### config.mk
export PLATFORM = sky130hd
export DESIGN_NAME = channel_select
export DESIGN_NICKNAME = d
export VERILOG_FILES = /design/src/rtl/channel_select.sv
export SDC_FILE = /design/constraint.sdc
export NUM_CORES = 1
export LEC_CHECK = 0
export ABC_CLOCK_PERIOD_IN_PS = 3800
export CELL_PAD_IN_SITES_DETAIL_PLACEMENT = 1
export CELL_PAD_IN_SITES_GLOBAL_PLACEMENT = 1
export CORE_UTILIZATION = 37
export DETAILED_ROUTE_END_ITERATION = 7
export PLACE_DENSITY_LB_ADDON = 0.05
export SKIP_LAST_GASP = 1
export SLEW_MARGIN = 5
export SYNTH_ARGS = -nofsm -noshare
export SYNTH_HDL_FRONTEND = slang
export SYNTH_SLANG_ARGS = --single-unit
### constraint.sdc
create_clock -name clk -period 3.8 [get_ports clk]
set_input_delay 0.57 -clock clk [delete_from_list [all_inputs] [get_ports clk]]
set_output_delay 0.57 -clock clk [all_outputs]
set_load 0.02 [all_outputs]
### src/rtl/channel_select.sv
// Channel selector for an interleaved channelizer stream: tracks frame alignment,
// extracts the channel chosen by sel once per frame, and flags alignment faults.
module channel_select #(
  parameter int N     = 16,
  parameter int LOGN  = 4,
  parameter int WDTH  = 32,
  parameter int MWDTH = 1
) (
  input  logic             clk,
  input  logic             rst_n,
  input  logic [WDTH-1:0]  in_data,
  input  logic             in_nd,
  input  logic [MWDTH-1:0] in_m,
  input  logic             in_first,
  input  logic             in_error,
  input  logic [LOGN-1:0]  sel,
  output logic [WDTH-1:0]  out_data,
  output logic             out_nd,
  output logic [MWDTH-1:0] out_m,
  output logic             locked,
  output logic             error
);

  typedef enum logic [0:0] {
    SEARCH = 1'b0,
    LOCKED = 1'b1
  } state_t;

  localparam logic [LOGN-1:0] LAST_IDX = LOGN'(N - 1);

  state_t            state_r, state_nxt_s;
  logic [LOGN-1:0]   count_r, count_nxt_s;
  logic [LOGN-1:0]   active_sel_r, active_sel_nxt_s;
  logic [LOGN-1:0]   idx_s;
  logic              accept_s;
  logic              emit_s;
  logic              err_set_s;

  logic [WDTH-1:0]   out_data_r;
  logic              out_nd_r;
  logic [MWDTH-1:0]  out_m_r;
  logic              locked_r;
  logic              error_r;

  // Next-state, sample index and fault decode for one accepted input beat.
  always_comb begin
    state_nxt_s      = state_r;
    count_nxt_s      = count_r;
    active_sel_nxt_s = active_sel_r;
    idx_s            = count_r;
    accept_s         = 1'b0;
    err_set_s        = in_error;
    if (in_nd) begin
      case (state_r)
        SEARCH: begin
          if (in_first) begin
            active_sel_nxt_s = sel;
            idx_s            = {LOGN{1'b0}};
            count_nxt_s      = LOGN'(1);
            accept_s         = 1'b1;
            state_nxt_s      = LOCKED;
          end else begin
            accept_s = 1'b0;
          end
        end
        LOCKED: begin
          if (in_first) begin
            // An early marker is a fault but still restarts the frame here.
            if (count_r != {LOGN{1'b0}}) begin
              err_set_s = 1'b1;
            end else begin
              err_set_s = in_error;
            end
            active_sel_nxt_s = sel;
            idx_s            = {LOGN{1'b0}};
            count_nxt_s      = LOGN'(1);
            accept_s         = 1'b1;
          end else if (count_r == {LOGN{1'b0}}) begin
            err_set_s   = 1'b1;
            count_nxt_s = {LOGN{1'b0}};
            state_nxt_s = SEARCH;
          end else begin
            idx_s       = count_r;
            count_nxt_s = (count_r == LAST_IDX) ? {LOGN{1'b0}} : count_r + LOGN'(1);
            accept_s    = 1'b1;
          end
        end
        default: begin
          state_nxt_s = SEARCH;
          count_nxt_s = {LOGN{1'b0}};
        end
      endcase
    end else begin
      accept_s = 1'b0;
    end
  end

  // Frame starts compare against the freshly latched selection.
  assign emit_s = accept_s && (idx_s == active_sel_nxt_s);

  // Alignment tracking registers.
  always_ff @(posedge clk or negedge rst_n) begin
    if (!rst_n) begin
      state_r      <= SEARCH;
      count_r      <= {LOGN{1'b0}};
      active_sel_r <= {LOGN{1'b0}};
      locked_r     <= 1'b0;
    end else begin
      state_r      <= state_nxt_s;
      count_r      <= count_nxt_s;
      active_sel_r <= active_sel_nxt_s;
      locked_r     <= (state_nxt_s == LOCKED);
    end
  end

  // Output sample registers; data and metadata hold between pulses.
  always_ff @(posedge clk or negedge rst_n) begin
    if (!rst_n) begin
      out_data_r <= {WDTH{1'b0}};
      out_m_r    <= {MWDTH{1'b0}};
      out_nd_r   <= 1'b0;
    end else begin
      out_nd_r <= emit_s;
      if (emit_s) begin
        out_data_r <= in_data;
        out_m_r    <= in_m;
      end
    end
  end

  // Sticky fault flag.
  always_ff @(posedge clk or negedge rst_n) begin
    if (!rst_n) begin
      error_r <= 1'b0;
    end else begin
      error_r <= error_r | err_set_s;
    end
  end

  assign out_data = out_data_r;
  assign out_nd   = out_nd_r;
  assign out_m    = out_m_r;
  assign locked   = locked_r;
  assign error    = error_r;

endmodule

# After elaboration in Yosys (flattened, before gate mapping)
# Cells that the tools add are included.
classes:
  eq_ne: 3
  n_bitwise: 2
  n_addsub: 1
  mux: 19
  reduce_logical: 4
op_table:
  columns: ["cell", "count"]
  rows:
  - ["$mux W4", 8]
  - ["$mux W1", 9]
  - ["$pmux W4 S2", 1]
  - ["$add A4 B1 Y4 const B", 1]
  - ["$eq A4 B4 Y1", 1]
  - ["$eq A4 B4 Y1 const B", 1]
  - ["$logic_not A4 Y1", 1]
  - ["$reduce_bool A4 Y1", 1]
  - ["$ne A2 B2 Y1 const B", 1]
  - ["$pmux W1 S2", 1]
  - ["$reduce_and A2 Y1", 1]
  - ["$logic_and A1 B1 Y1", 1]
  - ["$not A1 Y1", 1]
  - ["$or A1 B1 Y1", 1]
word_totals:
  inputBits: 42
  word_cells: 36
  ff_bits: 44

# Longest topological paths before layout
# Gate-level depths: netlist of run 1.
logic_depth:
  depth_word: 6
  mapped_depth: 7
  mapped_depth_nobuf: 6

# Worst setup path after synthesis of run 1
# Ideal clock, no wire load.
synth_path:
  path_kind: "input to register"
  startpoint: "input port sel[1]"
  endpoint: "register out_data_r[10], in the netlist out_data[10]"
  stages: 4
  arrival_time_ns: 1.900
  slack_ns: 1.775
  t_required_ns: 3.675
  setup_ns: 0.125
  cell_sequence: "or4_4 -> o22ai_4 -> buf_12 -> mux2_4"
synth_between:
  elab_chain_len: 4
synth_lines:
  columns: ["item", "line_no", "source"]
  rows:
  - ["start, declared", "16", "input logic [LOGN-1:0] sel,"]
  - ["$mux W4", "56, 67", null]
  - ["$mux W4", "53", "if (in_nd) begin"]
  - ["$eq A4 B4 Y1", "99", "assign emit_s = accept_s && (idx_s == active_sel_nxt_s);"]
  - ["$logic_and A1 B1 Y1", "99", null]
  - ["end signal, assigned", "119", "out_data_r <= {WDTH{1'b0}};"]
  - ["end signal, assigned", "125", "out_data_r <= in_data;"]
  - ["end, declared", "39", "logic [WDTH-1:0] out_data_r;"]
# No other way between the ends.
# A chain may end at the register's enable or synchronous reset.

# Final worst setup path of run 1
layout_path:
  startpoint: "input port in_nd"
  endpoint: "register out_data_r[5], in the netlist out_data[5]"
layout_between:
  elab_chain_len: 3
  word_cells_on_any_way: 5
  classes_between: "eq/ne: 1; mux: 3; reduce/logical: 1"
layout_lines:
  columns: ["item", "line_no", "source"]
  rows:
  - ["start, declared", "12", "input logic in_nd,"]
  - ["$mux W4", "53", null]
  - ["$eq A4 B4 Y1", "99", null]
  - ["$logic_and A1 B1 Y1 (*)", "99", null]
# Every way passes the cells marked *; elsewhere a longest branch is shown, timed or not.

==> results of run 1 <==
power breakdown:
part	switching [mW]	internal, mW	leakage [nW]
Combinational	0.462	0.629	0.638
Clock	0.145	0.125	0.0410
Sequential	0.142	0.673	0.541
Total	0.750	1.43	1.22
routing by layer:
layer | GRT usage | up-vias | part of all wire
li1 | - | 613 | -
met1 | 0.210 | 647 | 0.44
met2 | 0.263 | 55 | 0.48
met3 | 0.0335 | 9 | 0.063
met4 | 0.0597 | 0 | 0.015
met5 | 0 | - | 0
final timing paths:
check / start / endpoint / slack (ns) / depth (start not counted)
worst max-delay path: in_nd / out_data[5] / 1.55 / 6
worst min-delay path: rst_n / out_m / 0.44 / 1
worst max register to register: count_r[0] / out_data[5] / 1.92 / 7
worst min register to register: error / error / 0.48 / 2
max in group asynchronous: rst_n / out_data[0] / 2.76 / 1
min in group clk: error / error / 0.48 / 2
area by class of cell:
| class | count | area (µm²) | area share |
|---|---|---|---|
| flip-flops and latches | 44 | 1100 | 0.386 |
| multi-input cells | 76 | 787 | 0.276 |
| inverters | 4 | 15.0 | 0.00527 |
| well taps | 70 | 87.6 | 0.0307 |
| clock inverters | 1 | 5.00 | 0.00176 |
| repair buffers | 79 | 781 | 0.274 |
| clock buffers | 6 | 72.6 | 0.0255 |
worst register-to-register path, cell delays in order, from the launching register on:
cell and delay [ns]:
dfrtp_1 0.45, inv_1 0.11, ha_1 0.23, nand2b_1 0.07, a21oi_1 0.08, o22ai_4 0.12
buf_4 0.32, mux2_2 0.38
registers in the layout (all words and copies together) (netlist names):
register,flops
active_sel_r,4
count_r,4
error,1
locked,1
out_data,32
out_m,1
out_nd,1
placed cells by master, fill, tap and decap left out, drive strengths merged, types with 2 or more instances in the layout:
master,instances
nor2,3
nand2,7
a31oi,2
buf,3
o21ai,4
dfrtp,44
o22ai,3
xnor2,4
clkbuf,6
clkdlybuf4s50,76
a21oi,3
mux2,37
ha,2
inv,4
Yosys cell counts:
cell       n  area [µm²]
a21bo_2    1        10.0
a21oi_1    3        15.0
a31oi_1    2        12.5
and2_1     1        6.26
and3b_1    1        8.76
buf_12     3        60.1
buf_2      1        5.00
clkbuf_1   2        7.51
clkbuf_2   1        5.00
dfrtp_1   44        1100
ha_1       2        25.0
inv_1      4        15.0
mux2_2     8        90.1
mux2_4    29         435
nand2_1    7        26.3
nand2b_1   1        6.26
nand3_1    1        5.00
nand4_1    1        6.26
nor2_1     3        11.3
nor3b_1    1        7.51
nor4_1     1        6.26
o21a_1     1        7.51
o21ai_0    4        20.0
o22ai_1    2        12.5
o22ai_4    1        20.0
o41ai_1    1        8.76
or4_4      1        11.3
xnor2_1    4        35.0
cell families after synthesis:
family | share of synthesized area
AOI/OAI and AO/OA | 0.0537
xor gates and xnor gates | 0.0177
adders and majority gates | 0.0126
buffers and inverters | 0.0467
DFF | 0.556
muxes | 0.265
and+or+nand+nor | 0.0480
==> run metrics, run 1 <==
total grt overflow 0; Final Cycle Share 0.593; register area share after synthesis 0.556; utilization of the core after routing 0.554; total negative slack 0 ns; RSZ-0062 raised after global routing no; # diodes 0; placed cell area 2770 µm²; leakage 1.22 nW; largest net degree at the start of global routing 45; Hold Fails Final Rpt 0; CTS Buf Count 5; Max Freq 444 MHz; syn nets 175; total power 2.18 mW; fin nets 254; DRC Markers 0; vias in the first global route 1395; Final Hold Slack 0.438 ns; Synth Area per Inst 15.1 µm²; die extent in x 75.2 µm; post-placement cell count 273; Layout area overhead 43.8%; CTS tree built; final RePlAce weighted congestion 0.834; Initial Util 0.385; startpoint types input pin; # Post-CTS Setup Buffers 0; status completed; hold_buf cts 0; max-slew violations 0; Max-Cap Viols 0; crit path kind in -> reg; Worst Tran Pin Value 0.973 ns; FF+latch count, synth 44; CP max-delay cell clkdlybuf4s50_1; fraction of layout instances using a drive strength above 1 0.233; GR Util All Layers 0.160; Synth Instances 131; Slew headroom 0.351; pre-CTS WS 1.22 ns; Synth cell types 28; first-pass GRT wire length 6770 µm; mapped cell area 1980 µm²; Critical Path RT 3.97 ns; Core Rows 26; die height 75.2 µm; CP Buf/Inv Count 2; CP max stage delay 0.61 ns; CP Max Fanout 17; initial DRC count 41; # IOs 78; H-tree lvl count 2; drt pass-1 iters 4; Finished Layout Cells 280; Critical Path AT 2.43 ns; Max VDD drop 0.000374 V; Clock Tree Buf Depth 2; endpoints failing setup 0; fillers 545; Sinks on Clock Net 44; die area 5650 µm²; post-DP HPWL 3260 µm; PwrDens 764 nW/µm²; clock latency on the worst-skew pair 0.28 ns; initial antenna violation count 0; Crit. End Element flip-flop; Avg WL per Cell 15.4 µm; DR vias 1324; Worst Skew 0.00272 ns; core area 5140 µm²; Hold/Removal Path Class in -> async; total wire length 4330 µm; crit-path cells clkdlybuf4s50_1 > and3b_1 > nand4_1 > o22ai_4 > buf_4 > mux2_2; DR vias/cell 4.73; post-layout worst setup margin 1.55 ns; yosys warns 0; Final min period 2.25 ns; post_cts resized 0; CP top delay family buffers and inverters; ANT nets after route 0; clock transition at the registers of the reported paths 0.08 ns; Root Driver clkbuf_8; I/O Buffers 77; Design Area, Final 2850 µm²
(Power assumes the default switching activity.)
==> run 2: changes to the inputs <==
Settings changed: ABC_CLOCK_PERIOD_IN_PS 3800 to 1900, CORE_UTILIZATION 37 to 31.
Clock period 3.8 ns to 1.9 ns, I/O delays scaled along.
==> run metrics, run 2 (synthesis gave the netlist of run 1 again) <==
vias in the first global route 1409 (was 1395); status completed (unchanged); # IOs 78 (unchanged); Crit. End Element flip-flop (unchanged); Root Driver clkbuf_8 (unchanged); Slew headroom 0.629 (was 0.351); Critical Path RT 2.08 ns (was 3.97 ns); commonest non-fill, non-tap cell in the layout clkdlybuf4s50_1 (unchanged); fraction of layout instances using a drive strength above 1 0.266 (was 0.233); # diodes 0 (unchanged); post-DP HPWL 3310 µm (was 3260 µm); # Post-CTS Setup Buffers 0 (unchanged); CTS tree built (unchanged); total power 4.62 mW (was 2.18 mW); core area 6030 µm² (was 5140 µm²); Worst Tran Pin Value 0.556 ns (was 0.973 ns); endpoints failing setup 0 (unchanged); final RePlAce weighted congestion 0.802 (was 0.834); pre-CTS WS -0.300 ns (was 1.22 ns); first-pass GRT wire length 7170 µm (was 6770 µm); CP Max Fanout 19 (was 17); Avg WL per Cell 15.3 µm (was 15.4 µm); max reg flops 32 (unchanged); Sinks on Clock Net 44 (unchanged); Design Area, Final 2980 µm² (was 2850 µm²); startpoint types input pin (unchanged); DR vias 1335 (was 1324); I/O Buffers 77 (unchanged); Max Freq 534 MHz; crit path kind in -> reg (unchanged); DR vias/cell 4.56 (was 4.73); PwrDens 1550 nW/µm² (was 764 nW/µm²); clock transition at the registers of the reported paths 0.09 ns (was 0.08 ns); die area 6710 µm² (was 5650 µm²); GR Util All Layers 0.144 (was 0.160); total grt overflow 0 (unchanged); clock latency on the worst-skew pair 0.29 ns (was 0.28 ns); DRC Markers 0 (unchanged); RSZ-0062 raised after global routing yes (was no); initial antenna violation count 0 (unchanged); Core Rows 28 (was 26); post_cts resized 0 (unchanged); Hold/Removal Path Class in -> async (unchanged); r2r setup slk 0.07 ns (was 1.92 ns); most frequent cells in the layout clkdlybuf4s50_1, dfrtp_1, mux2_4, mux2_2 (was clkdlybuf4s50_1, dfrtp_1, mux2_4, mux2_2, nand2_1); Final Hold Slack 0.0606 ns (was 0.438 ns); largest net degree at the start of global routing 45 (unchanged); Layout area overhead 50.3% (was 43.8%); post-layout worst setup margin 0.0270 ns (was 1.55 ns); CTS Buf Count 5 (unchanged); die height 81.9 µm (was 75.2 µm); Final Cycle Share 0.986; placed cell area 2860 µm² (was 2770 µm²); Critical Path AT 2.06 ns (was 2.43 ns); Max VDD drop 0.000830 V (was 0.000374 V); initial DRC count 25 (was 41); Final min period 1.87 ns; Clock Tree Buf Depth 2 (unchanged); leakage 1.28 nW (was 1.22 nW); max-slew violations 0 (unchanged); die extent in x 81.9 µm (was 75.2 µm); Initial Util 0.329 (was 0.385); Hold Fails Final Rpt 0 (unchanged); drt pass-1 iters 2 (was 4); ANT nets after route 0 (unchanged); Max-Cap Viols 0 (unchanged); Worst Skew 0.00745 ns (was 0.00272 ns); total wire length 4490 µm (was 4330 µm); fin nets 261 (was 254); H-tree lvl count 2 (unchanged)
==> run 2: changes by cell type in the layout (fill, tap and decap cells not counted), sizes merged <==
cell and delta:
buf +7, bufinv +1
==> run 2: worst max-delay path, stage by stage <==
cell,delay (ns)
clkdlybuf4s50_1,0.41
or4_4,0.55
o22ai_4,0.23
buf_12,0.22
mux2_2,0.36
==> run 2: final cells by class <==
cell class | instances | area, µm²
Timing Repair Buffer | 86 | 858
Clock buffer | 6 | 82.6
Sequential cell | 44 | 1100
Clock inverter | 2 | 38.8
Inverter | 4 | 15.0
Tap cell | 75 | 93.8
Fill cell | 624 | 3050
Multi-Input combinational cell | 76 | 787
==> run 2: worst paths after layout <==
check	startpoint	depth (start not counted)	end
max in group asynchronous	rst_n	2	active_sel_r[0]
setup / recovery	sel[1]	5	out_data[5]
min in group clk	error	2	error
setup reg to reg	count_r[0]	7	out_data[5]
hold / removal	rst_n	2	out_data[17]
hold reg to reg	error	2	error
==> run 2: repair_timing <==
| item | CTS | global route |
|---|---|---|
| endpoints found under the setup margin | 0 | 3 |
| endpoints found under the hold margin | 0 | 0 |
| hold buffers | 0 | 0 |
==> run 2: metrics by stage <==
stage / setup TNS, ns / cells / util
final: 0 / 293 / 0.494
after detailed placement: -8.19 / 285 / 0.474
after floorplan: 0 / 131 / -
after CTS: 0 / 293 / 0.494
after global routing: -0.0153 / 293 / 0.494
after global placement: -7.72 / 285 / 0.474
==> run 2: report_power, final <==
group | leakage (nW) | internal, mW | switching [mW] | total (mW)
clock network | 0.0614 | 0.430 | 0.322 | 0.752
logic | 0.677 | 1.30 | 0.950 | 2.25
registers | 0.541 | 1.35 | 0.270 | 1.62
==> run 2: layer usage <==
| metal | wire [µm] | track usage | share of wire |
|---|---|---|---|
| met1 | 2020 | 0.189 | 0.45 |
| met2 | 2210 | 0.231 | 0.49 |
| met3 | 220 | 0.0344 | 0.049 |
| met4 | 38 | 0.0474 | 0.0085 |
| met5 | 0 | 0 | 0 |
==> run 3: changes to the inputs <==
Settings changed: ABC_AREA from default to 1, CORE_UTILIZATION 31 to 28.
==> run metrics, run 3 <==
post-synthesis compound-gate area fraction 0.0353 (was 0.0537); RR Startpoint count_r[0] (unchanged); Clock Tree Buf Depth 2 (unchanged); r2r setup slk 0.26 ns (was 0.07 ns); syn nets 272 (was 175); XOR/XNOR share of the synthesized area 0.00433 (was 0.0177); mapped cell area 2020 µm² (was 1980 µm²); Synth async-reset ratio 1.00 (unchanged); Avg WL per Cell 12.9 µm (was 15.3 µm); clock transition at the registers of the reported paths 0.08 ns (was 0.09 ns); clock latency on the worst-skew pair 0.30 ns (was 0.29 ns); endpoints failing setup 0 (unchanged); # diodes 0 (unchanged); PwrDens 1350 nW/µm² (was 1550 nW/µm²); die extent in x 87.0 µm (was 81.9 µm); synth top area cells dfrtp_1, nand2_1, nand3_1, inv_1, buf_4 (was dfrtp_1, mux2_4, mux2_2, buf_12, xnor2_1); total grt overflow 0 (unchanged); yosys warns 0 (unchanged); initial antenna violation count 0 (unchanged); Max Freq 589 MHz (was 534 MHz); utilization of the core after routing 0.445 (was 0.494); Synth cell types 24 (was 28); DR vias 1809 (was 1335); most frequent cells in the layout nand2_1, clkdlybuf4s50_1, dfrtp_1, nand3_1, inv_1 (was clkdlybuf4s50_1, dfrtp_1, mux2_4, mux2_2); Max-Cap Viols 0 (unchanged); max-slew violations 0 (unchanged); Critical Path AT 1.89 ns (was 2.06 ns); post-placement cell count 404 (was 285); adder-cell share of the synthesized area 0.0124 (was 0.0126); Hold/Removal Path Class in -> async (unchanged); leakage 1.50 nW (was 1.28 nW); DRC Markers 0 (unchanged); Final Hold Slack 0.465 ns (was 0.0606 ns); CTS tree built (unchanged); fin nets 360 (was 261); Design Area, Final 3060 µm² (was 2980 µm²); die height 87.0 µm (was 81.9 µm); # IOs 78 (unchanged); Critical Path RT 2.09 ns (was 2.08 ns); first-pass GRT wire length 9070 µm (was 7170 µm); Finished Layout Cells 413 (was 293); commonest non-fill, non-tap cell in the layout nand2_1 (was clkdlybuf4s50_1); Synth Area in Simple Gates 0.323 (was 0.0480); Initial Util 0.294 (was 0.329); ys flop type dfrtp_1 (unchanged); crit-path cells clkdlybuf4s50_1 > nand2_2 > nand3_1 > nand2_1 > clkinv_1 > nand2_2 > nor2_8 > nand2_4 > buf_12 > nand2_1 > nand2_1 (was clkdlybuf4s50_1 > or4_4 > o22ai_4 > buf_12 > mux2_2); CP max stage delay 0.53 ns (was 0.55 ns); Core Rows 30 (was 28); fraction of layout instances using a drive strength above 1 0.101 (was 0.266); Final Cycle Share 0.893 (was 0.986); ANT nets after route 0 (unchanged); drt pass-1 iters 4 (was 2); Worst Reg-to-Reg Cells 9 (was 7); Final min period 1.70 ns (was 1.87 ns); largest net degree at the start of global routing 34 (was 45); list of most frequent post-synthesis cells nand2_1, dfrtp_1, nand3_1 (was dfrtp_1, mux2_4, mux2_2); Synth Area per Inst 8.86 µm² (was 15.1 µm²); CP Max Fanout 18 (was 19); count leader, synth nand2_1 (was dfrtp_1); mux share of post-synthesis cell area 0 (was 0.265); die area 7560 µm² (was 6710 µm²); I/O Buffers 77 (unchanged); # Post-CTS Setup Buffers 0 (unchanged); startpoint types input pin (unchanged); Sinks on Clock Net 44 (unchanged); Hold Fails Final Rpt 0 (unchanged); Worst Skew 0.00414 ns (was 0.00745 ns); Root Driver clkbuf_8 (unchanged); CP max-delay cell clkdlybuf4s50_1 (was or4_4); fillers 805 (was 624); register area share after synthesis 0.545 (was 0.556); most used cell, CP nand2_1; max reg flops 32 (unchanged); Max VDD drop 0.000422 V (was 0.000830 V); vias in the first global route 1917 (was 1409); FF-to-FF End out_data[18] (was out_data[5]); RSZ-0062 raised after global routing no (was yes); DR vias/cell 4.38 (was 4.56); final RePlAce weighted congestion 0.768 (was 0.802); Yosys top cell by area dfrtp_1 (unchanged); total wire length 5320 µm (was 4490 µm); H-tree lvl count 2 (unchanged); hold_buf cts 1 (was 0); post_cts resized 0 (unchanged); pre-CTS WS -0.109 ns (was -0.300 ns); core area 6870 µm² (was 6030 µm²); Layout area overhead 51.2% (was 50.3%); FF+latch count, synth 44 (unchanged); post-DP HPWL 3970 µm (was 3310 µm); post-layout worst setup margin 0.204 ns (was 0.0270 ns); Worst Tran Pin Value 0.459 ns (was 0.556 ns); placed cell area 2950 µm² (was 2860 µm²); largest family of logic cells by synthesized area simple AND/OR/NAND/NOR gates (was multiplexers); CTS Buf Count 5 (unchanged); Crit. End Element flip-flop (unchanged); Slew headroom 0.694 (was 0.629); initial DRC count 21 (was 25); Synth top area share 0.545 (was 0.556); status completed (unchanged); Synth Instances 228 (was 131); GR Util All Layers 0.154 (was 0.144); EDFF count, synth 0 (unchanged); crit path kind in -> reg (unchanged)
-- run 3: cell count changes after synthesis, moves of 4 or more --
cell,change
buf_4,+6
buf_6,+4
inv_1,+14
mux2_2,-8
mux2_4,-29
nand2_1,+78
nand2_2,+4
nand3_1,+42
-- run 3: worst max path at each step --
| stage | startpoint | to | slack, ns |
|---|---|---|---|
| floorplan | count_r[0] | out_data[10] | 0.42 |
| global placement | in_nd | out_data[29] | -0.10 |
| detailed placement | in_nd | out_data[18] | -0.11 |
| CTS | in_nd | out_data[21] | 0.21 |
| global route | in_nd | out_data[5] | 0.03 |
| finish | in_nd | out_data[18] | 0.20 |
-- run 3: cells by family after synthesis --
logic type,Yosys count
AOI/OAI and AO/OA,11
adders and majority gates,2
DFF,44
and+or+nand+nor,141
xor gates and xnor gates,1
buffers and inverters,29
-- run 3: cell type report --
type	instances	area [µm²]	area share
Sequential cell	44	1100	0.360
Timing Repair Buffer	91	911	0.298
Multi-Input combinational cell	155	758	0.248
Tap cell	96	120	0.0393
Clock buffer	7	86.3	0.0283
Inverter	19	71.3	0.0233
Clock inverter	1	7.51	0.00246
-- run 3: critical path, delay by kind of cell --
| family | cells | cell delay, ns |
|---|---|---|
| and+or+nand+nor | 8 | 0.85 |
| buffers and inverters | 3 | 0.74 |
-- run 3: stage by stage --
step           TNS, ns  total power [mW]
6_report             0              4.11
5_1_grt              0              4.41
4_1_cts              0              4.19
3_5_place_dp     -3.29              3.55
3_3_place_gp     -2.97              3.52
2_1_floorplan        0              2.52
-- run 3: report_power, final --
group	internal [mW]	switching, mW	total, mW
Combinational	0.938	1.03	1.96
Clock	0.296	0.328	0.624
Sequential	1.32	0.211	1.53
Total	2.55	1.56	4.11
-- run 3: routing by layer --
layer  global-route usage  up-vias  part of all wire
met5                    0        -                 0
met2                0.249       49              0.46
li1                     -      901                 -
met4               0.0500        0             0.015
met3               0.0332        7             0.054
met1                0.206      852              0.47
